<file path="src/rtl/vga_controlador.sv">
// vga_controlador: VGA timing generator with raw counters, delayed sync/blank outputs and a frame counter
module vga_controlador #(
  parameter int H_SYNC  = 96,
  parameter int H_BP    = 48,
  parameter int H_ATIVO = 640,
  parameter int H_FP    = 16,
  parameter int V_SYNC  = 2,
  parameter int V_BP    = 33,
  parameter int V_ATIVO = 480,
  parameter int V_FP    = 10,
  parameter int ATRASO  = 1
) (
  input  logic        VGA_CLK,
  input  logic        reset,
  output logic [9:0]  VGA_X,
  output logic [9:0]  VGA_Y,
  output logic        visivel,
  output logic        VGA_HS,
  output logic        VGA_VS,
  output logic        VGA_BLANK_N,
  output logic        VGA_SYNC_N,
  output logic        fim_quadro,
  output logic [15:0] contador_quadros
);
  localparam logic [9:0] H_B   = 10'(H_SYNC);
  localparam logic [9:0] H_A   = 10'(H_SYNC + H_BP);
  localparam logic [9:0] H_F   = 10'(H_SYNC + H_BP + H_ATIVO);
  localparam logic [9:0] H_MAX = 10'(H_SYNC + H_BP + H_ATIVO + H_FP - 1);
  localparam logic [9:0] V_B   = 10'(V_SYNC);
  localparam logic [9:0] V_A   = 10'(V_SYNC + V_BP);
  localparam logic [9:0] V_F   = 10'(V_SYNC + V_BP + V_ATIVO);
  localparam logic [9:0] V_MAX = 10'(V_SYNC + V_BP + V_ATIVO + V_FP - 1);
  typedef enum logic [1:0] {SYNC, BACK, ATIVO, FRONT} fase_t;
  fase_t h_q, h_d, v_q, v_d;
  logic [9:0] x_q, x_d, y_q, y_d;
  logic vis_q, vis_d, fim_q, fim_d;
  logic [15:0] cnt_q, cnt_d;
  logic [ATRASO-1:0] hs_q, hs_d, vs_q, vs_d, bl_q, bl_d;
  always_ff @(posedge VGA_CLK or negedge reset)
    if (!reset) begin
      x_q   <= '0;
      y_q   <= '0;
      h_q   <= SYNC;
      v_q   <= SYNC;
      vis_q <= 1'b0;
      fim_q <= 1'b0;
      cnt_q <= '0;
      hs_q  <= '1;
      vs_q  <= '1;
      bl_q  <= '0;
    end else begin
      x_q   <= x_d;
      y_q   <= y_d;
      h_q   <= h_d;
      v_q   <= v_d;
      vis_q <= vis_d;
      fim_q <= fim_d;
      cnt_q <= cnt_d;
      hs_q  <= hs_d;
      vs_q  <= vs_d;
      bl_q  <= bl_d;
    end
  always_comb begin
    x_d = (x_q == H_MAX) ? '0 : x_q + 10'd1;
    y_d = (x_q != H_MAX) ? y_q : (y_q == V_MAX) ? '0 : y_q + 10'd1;
    h_d = (x_d == '0)  ? SYNC :
          (x_d == H_B) ? BACK :
          (x_d == H_A) ? ATIVO :
          (x_d == H_F) ? FRONT : h_q;
    v_d = (x_q != H_MAX) ? v_q :
          (y_d == '0)    ? SYNC :
          (y_d == V_B)   ? BACK :
          (y_d == V_A)   ? ATIVO :
          (y_d == V_F)   ? FRONT : v_q;
  end
  always_comb begin
    vis_d = (h_d == ATIVO) && (v_d == ATIVO);
    fim_d = (x_d == '0) && (y_d == V_F);
    cnt_d = cnt_q + 16'(fim_q);
    hs_d  = ATRASO'({hs_q, h_q != SYNC});
    vs_d  = ATRASO'({vs_q, v_q != SYNC});
    bl_d  = ATRASO'({bl_q, vis_q});
  end
  assign VGA_X            = x_q;
  assign VGA_Y            = y_q;
  assign visivel          = vis_q;
  assign fim_quadro       = fim_q;
  assign contador_quadros = cnt_q;
  assign VGA_HS           = hs_q[ATRASO-1];
  assign VGA_VS           = vs_q[ATRASO-1];
  assign VGA_BLANK_N      = bl_q[ATRASO-1];
  assign VGA_SYNC_N       = 1'b0;
endmodule

</file>
<file path="config.mk">
export PLATFORM = sky130hd
export DESIGN_NAME = vga_controlador
export DESIGN_NICKNAME = d
export VERILOG_FILES = /design/src/rtl/vga_controlador.sv
export SDC_FILE = /design/constraint.sdc
export NUM_CORES = 1
export LEC_CHECK = 0
export BUFFER_PORTS_ARGS = -buffer_cell sky130_fd_sc_hd__buf_2
export CORE_AREA = 2 2 86 88
export DETAILED_ROUTE_END_ITERATION = 10
export DIE_AREA = 0 0 88 90
export GPL_TIMING_DRIVEN = 0
export PLACE_DENSITY = 0.64
export RECOVER_POWER = 100
export SYNTH_ARGS = -nofsm -noshare
export SYNTH_HDL_FRONTEND = slang
export SYNTH_SLANG_ARGS = --single-unit
</file>
<file path="constraint.sdc">
create_clock -name VGA_CLK -period 3.3 [get_ports VGA_CLK]
set_input_delay 0.66 -clock VGA_CLK [delete_from_list [all_inputs] [get_ports VGA_CLK]]
set_output_delay 0.66 -clock VGA_CLK [all_outputs]
set_load 0.01 [all_outputs]
</file>
==> results of run 1 <==
synth_stat cells, types with 2 or more instances:
cell type	n
dfstp_2	2
nor2_1	6
o31ai_1	4
o21ai_0	13
nor4_2	2
mux2_2	2
buf_4	2
ha_1	6
and4_1	2
buf_2	2
nand4_1	9
and3_1	4
and2_1	3
o31a_1	2
o21a_1	2
nand2b_1	4
dfrtp_1	43
or3_1	6
clkbuf_1	4
or4_1	4
nor3_1	5
inv_1	12
nor4_1	3
xor2_1	6
or2_2	4
a41oi_1	2
a211o_1	2
a21oi_1	5
xnor2_1	16
nand2_1	15
nand3_1	16
sequential cells by signal, indices dropped and copies added (netlist names):
register,cells
h_q,2
VGA_Y,10
contador_quadros,16
VGA_X,10
visivel,1
v_q,2
VGA_VS,1
VGA_HS,1
VGA_BLANK_N,1
fim_quadro,1
repair_timing:
action / in CTS / in global routing
pin swaps: 0 / 0
buffers inserted: 0 / 2
setup endpoints to repair: 2 / 3
hold buffers: 0 / 0
gates resized for setup: 1 / 2
layout make-up:
cell class / count / area [um2] / area share (%)
Clock inverter: 3 / 43.8 / 1.57
Buffer: 8 / 37.5 / 1.35
Multi-Input combinational cell: 167 / 1160 / 41.8
Tap cell: 99 / 124 / 4.45
Inverter: 12 / 45.0 / 1.62
Timing Repair Buffer: 44 / 173 / 6.20
Sequential cell: 45 / 1130 / 40.5
Clock buffer: 5 / 68.8 / 2.47
final timing paths:
check                           cells past startpoint                             end  slack (ns)
worst max-delay path                                8               visivel$_DFF_PN0_        0.22
worst min-delay path                                0           VGA_BLANK_N$_DFF_PN0_        0.38
worst max register to register                      8               visivel$_DFF_PN0_        0.22
worst min register to register                      0           VGA_BLANK_N$_DFF_PN0_        0.38
max in group asynchronous                           1              VGA_X[2]$_DFF_PN0_        0.89
min in group asynchronous                           1  contador_quadros[13]$_DFF_PN0_        1.06
metal layers:
layer / vias to the layer above / part of all wire [%] / global-route usage (%)
li1: 946 / - / -
met1: 955 / 47 / 19.5
met2: 43 / 47 / 22.0
met3: 7 / 4.4 / 2.85
met4: 0 / 1.3 / 4.23
met5: - / 0 / 0
where the power goes:
group	leakage [nW]	internal, mW	switching, mW	total, mW
Sequential	0.607	0.551	0	0.551
Combinational	0.549	0.000937	0.0108	0.0118
Clock	0.0585	0.227	0.196	0.423
Total	1.21	0.779	0.207	0.986
metrics by stage:
| stage | power [mW] | instance area, um2 | utilization (%) | setup slack (ns) | cells |
|---|---|---|---|---|---|
| after floorplan | 0.563 | 2370 | - | 0.425 | 232 |
| after global placement | 0.575 | 2700 | 38.5 | -0.0561 | 373 |
| after detailed placement | 0.576 | 2700 | 38.5 | -0.0918 | 373 |
| after CTS | 1.01 | 2820 | 40.2 | 0.00304 | 381 |
| after global routing | 1.02 | 2780 | 39.7 | 0.0609 | 383 |
| final | 0.986 | 2780 | 39.7 | 0.219 | 383 |
kinds of logic after synthesis:
logic type / Yosys count
AO/OA/AOI/OAI: 46
XOR/XNOR: 22
adder cells (fa/ha/maj): 6
buffers and inverters: 20
flip-flops: 45
multiplexers: 3
other: 1
AND/OR/NAND/NOR: 89
critical path, cell delays in order, from the launching register on:
cell	delay (ns)
dfrtp_1	0.45
or3_1	0.38
clkbuf_1	0.21
or3_1	0.47
clkbuf_1	0.29
o31ai_1	0.50
mux2_2	0.24
a41oi_1	0.14
o2111a_1	0.28
cells in the final DEF (no fill, tap or decap), types with 3 or more instances in the layout:
cell and count:
and3_1 4, nand4_1 9, inv_1 12, or4_1 4
o21ai_0 13, nand3_1 16, o31ai_1 4, clkbuf_1 48
nor2_1 6, nand2b_1 4, buf_4 4, or2_2 4
xnor2_1 16, a21oi_1 6, xor2_1 6, dfrtp_1 43
clkbuf_8 5, nor4_1 3, nand2_1 15, nor3_1 5
or3_1 7, ha_1 6
==> impl_results.md, run 1 <==
* Status: complete, but fails checks
* Failing checks: capacitance limit, slew limit
* FF+latch count, synth at 45
* Setup CP Type: reg2reg
* XOR/XNOR share of the synthesized area at roughly 8.1%
* Warnings from Yosys at 0
* Die H at around 90 um
* Unique masters post-synth at 55
* Synth area leader: dfrtp_1
* H-tree depth at 2
* HP Start: visivel$_DFF_PN0_
* Clock Tree Root: clkbuf_8
* Clock slew at reported path FFs at 0.08 ns
* Compound-Gate Fraction of Synth Area at 13.6%
* Fin Hold WS at 0.384 ns
* Worst r2r src: VGA_X[5]$_DFF_PN0_
* Async set or reset register ratio after synthesis at 100%
* Vias at 1951
* Port Buffer Count at 42
* Layout cells sized above 1 at 9.15%
* Slew HR at -57.6%
* 1st-iter DRT viols at 110
* CTS tree: done
* DRT Wirelength at 5240 um
* Final setup vio count at 0
* Startpoint types: register
* Largest net degree at the start of global routing at 46
* Post-synthesis mux area share at ~1.4%
* Largest family of logic cells by synthesized area: simple AND/OR/NAND/NOR gates
* Sequential share of the synthesized area at 47.6%
* GR Overflow Total at 0
* Hold Path Class: reg2reg
* Die ar. at 7920 um2
* Unrepaired setup endpoints after global routing: no
* Pins Over Slew Limit at 46
* Mapped cell area at 2370 um2
* CTS buffer count at 5
* Clk_lat worst skew at about 0.3 ns
* Final Hold Fails at 0
* Area delta synth->final at 17.5%
* ANT cells at 0
* Pre-Repair DR Iteration Count at 4
* Leakage at 1.21 nW
* FP Rows at 31
* I/O pins at 44
* Skew final at 0.0116 ns
* WP data arrival at 3.27 ns
* Min Tclk post-route at 3.08 ns
* Vias per cell at about 5.1
* Post-synth EDFFs at 0
* Antenna Nets Post-Route at 0
* Mapped Avg Cell Area at 10.2 um2
* Overall Global Routing Usage at approximately 14%
* CP Capture Type: register
* Fin nets at 291
* Fmax at 325 MHz
* Initial antenna violation count at 0
* Die X at 88 um
* Critical Path RT at 3.49 ns
* Max IR drop VDD at 150 uV
* Residual DRC at 0
* Global-route wire length before repair at 8960 um
* Routed WL per cell at roughly 14 um
* Final worst path period share at 93.4%
* Yosys top cell area share at between 40% and 50%
* GP Congestion at 0.831
* PD cells at 354 nW/um2
* Post-synthesis adder-cell area fraction at 3.17%
* Clock Sinks at 45
* Syn Inst Count at 232
* Primary FF master, synth: dfrtp_1
* Largest cells by area after synthesis: dfrtp_1 45%, xnor2_1 5.9%, nand3_1 3.4%, ha_1 3.2%, o21ai_0 2.7%
* Initial Utilization at 33.7%
* Fill count at slightly above 700
* CP max FO at 10
* CORE AREA at 7020 um2
* Max Cap Viol at 1
* TNS Setup at 0 ns
* Synth Net Count at 240
* CTS Buffer Depth at 2
* Detailed placement HPWL at 3810 um
* Critical path startpoint: VGA_X[5]$_DFF_PN0_
* Worst-Margin Slew at 2.36 ns
* Number of global-route vias before repair at 1842
* Simple-gate share of the synthesized area at 22.3%
Note: power is estimated with default switching activity, not from simulation.
==> run 2, diff against run 1 <==
--- a/config.mk
+++ b/config.mk
@@ -10,8 +10,10 @@
 export DETAILED_ROUTE_END_ITERATION = 10
 export DIE_AREA = 0 0 88 90
 export GPL_TIMING_DRIVEN = 0
+export MAX_ROUTING_LAYER = met4
 export PLACE_DENSITY = 0.64
 export RECOVER_POWER = 100
 export SYNTH_ARGS = -nofsm -noshare
 export SYNTH_HDL_FRONTEND = slang
 export SYNTH_SLANG_ARGS = --single-unit
+export TNS_END_PERCENT = 1
==> run 2 against run 1 <==
The flow still finishes with violations (capacitance limit, slew limit). Fmax about the same. Die area is the same. Core utilization stayed put. Sequential share of layout area stayed put. Clock-buffer cell count unchanged. Register-to-register slack about the same. Clock skew decreased by 0.00057 ns.
==> impl_results.md, run 2 (synthesis gave the netlist of run 1 again) <==
* Port Buffer Count at 42 (unchanged)
* FP Rows at 31 (unchanged)
* CP max FO at 10 (unchanged)
* DRT Wirelength at 5270 um (was 5240 um)
* Int Power at 0.779 mW (about the same)
* CP Capture Type: register (unchanged)
* Global-route wire length before repair at 8980 um (was 8960 um)
* Hold buffers post-CTS at 0 (unchanged)
* Detailed placement HPWL at 3810 um (unchanged)
* Critical Path RT at 3.49 ns (about the same)
* Final Hold Fails at 0 (unchanged)
* GP Congestion at 0.844 (was 0.831)
* Die H at 90 um (unchanged)
* Hold Path Class: reg2reg (unchanged)
* Residual DRC at 0 (unchanged)
* Largest net degree at the start of global routing at 46 (unchanged)
* Clock network fraction of total power at 42.8% (was 42.9%)
* Clock slew at reported path FFs at 0.08 ns (about the same)
* Leakage at 1.21 nW (unchanged)
* Min Tclk post-route at 3.08 ns (about the same)
* Max IR drop VDD at 150 uV (about the same)
* Comb pwr share at 1.2% (about the same)
* Fill count at 705 (unchanged)
* Layout cells sized above 1 at 9.15% (unchanged)
* Commonest non-fill, non-tap cell in the layout: clkbuf_1 (unchanged)
* Failing checks: capacitance limit, slew limit (unchanged)
* CTS buffer count at 5 (unchanged)
* Vias at 1964 (was 1951)
* Psw at 0.206 mW (was 0.207 mW)
* Fin nets at 291 (unchanged)
* Overall Global Routing Usage at 14.5% (was 14.1%)
* Clock Sinks at 45 (unchanged)
* Max Cap Viol at 1 (unchanged)
* Reg power frac at 56.0% (was 55.9%)
* Worst-Margin Slew at 2.37 ns (was 2.36 ns)
* Initial Utilization at 33.7% (unchanged)
* Non-Filler Instances at 383 (unchanged)
* Setup CP Type: reg2reg (unchanged)
* Pre-Repair DR Iteration Count at 4 (unchanged)
* Most frequent cells in the layout: 48 x clkbuf_1, 43 x dfrtp_1, 16 x nand3_1, 16 x xnor2_1, 15 x nand2_1 (unchanged)
* Clock Tree Root: clkbuf_8 (unchanged)
* Number of global-route vias before repair at 1839 (was 1842)
* Fmax at 325 MHz (about the same)
* TNS Setup at 0 ns (unchanged)
* Final setup vio count at 0 (unchanged)
* Fin Hold WS at 0.384 ns (about the same)
* 1st-iter DRT viols at 122 (was 110)
* Unrepaired setup endpoints after global routing: no (unchanged)
* ANT cells at 0 (unchanged)
* Skew final at 0.0111 ns (was 0.0116 ns)
* Slew HR at -57.8% (was -57.6%)
* Initial antenna violation count at 0 (unchanged)
* Clk_lat worst skew at 0.30 ns (about the same)
* Sw Share at 20.9% (was 21.0%)
* R2R Setup Slk at 0.22 ns (about the same)
* Startpoint types: register (unchanged)
* Final core occ at 39.7% (unchanged)
* Max reg flops at 16 (unchanged)
* H-tree depth at 2 (unchanged)
* CORE AREA at 7020 um2 (unchanged)
* Antenna Nets Post-Route at 0 (unchanged)
* Status: complete, but fails checks (unchanged)
* Final worst path period share at 93.3% (was 93.4%)
* CTS tree: done (unchanged)
* Placed cells at 373 (unchanged)
* Power, Total at 0.985 mW (was 0.986 mW)
* Die X at 88 um (unchanged)
* GR Overflow Total at 0 (unchanged)
* Routed WL per cell at 13.8 um (was 13.7 um)
* WP data arrival at 3.27 ns (about the same)
* Vias per cell at 5.13 (was 5.09)
* Pins Over Slew Limit at 46 (unchanged)
* PD cells at 354 nW/um2 (about the same)
* CTS Buffer Depth at 2 (unchanged)
* Area delta synth->final at 17.5% (unchanged)
* I/O pins at 44 (unchanged)
* Die ar. at 7920 um2 (unchanged)
[run 2: final cells by class]
class	instances	area, um2	area share [%]
Buffer	8	37.5	1.35
Inverter	12	45.0	1.62
Multi-Input combinational cell	167	1160	41.8
Timing Repair Buffer	44	173	6.20
Clock buffer	5	68.8	2.47
Sequential cell	45	1130	40.5
Tap cell	99	124	4.45
Clock inverter	3	43.8	1.57
[run 2: path summary, 6_finish.rpt]
check / depth (start not counted) / start / to
worst max-delay path: 8 / VGA_X[5]$_DFF_PN0_ / visivel$_DFF_PN0_
worst min-delay path: 0 / visivel$_DFF_PN0_ / VGA_BLANK_N$_DFF_PN0_
worst max register to register: 8 / VGA_X[5]$_DFF_PN0_ / visivel$_DFF_PN0_
worst min register to register: 0 / visivel$_DFF_PN0_ / VGA_BLANK_N$_DFF_PN0_
max in group asynchronous: 1 / reset / VGA_X[2]$_DFF_PN0_
min in group asynchronous: 1 / reset / contador_quadros[13]$_DFF_PN0_
[run 2: per-layer routing]
layer	global-route usage, %	wire length, um
met5	-	0
met4	4.23	82
met3	2.85	226
met2	22.0	2430
met1	19.6	2530
[run 2: power groups by stage]
stage	logic [mW]	clock network, mW	registers [mW]
after floorplan	0.00137	0	0.562
after global placement	0.0135	0	0.562
after detailed placement	0.0137	0	0.562
after CTS	0.0135	0.444	0.551
after global routing	0.0146	0.458	0.551
final	0.0118	0.422	0.551
[run 2: worst max-delay path, cell delays in order, from the launching register on]
cell and delay [ns]:
dfrtp_1 0.46, or3_1 0.38, clkbuf_1 0.21, or3_1 0.47, clkbuf_1 0.29, o31ai_1 0.50
mux2_2 0.24, a41oi_1 0.14, o2111a_1 0.28
[run 2: repair_timing]
| item | 4_1_cts | 5_1_grt |
|---|---|---|
| cloned | 0 | 0 |
| gates resized for setup | 1 | 2 |
| setup endpoints to repair | 2 | 3 |
| buffers inserted | 0 | 2 |
[run 2: per-stage QoR]
step	worst slack, ns	area (um2)
after floorplan	0.425	2370
after global placement	-0.0561	2700
after detailed placement	-0.0918	2700
after CTS	0.00304	2820
after global routing	0.0609	2780
final	0.220	2780
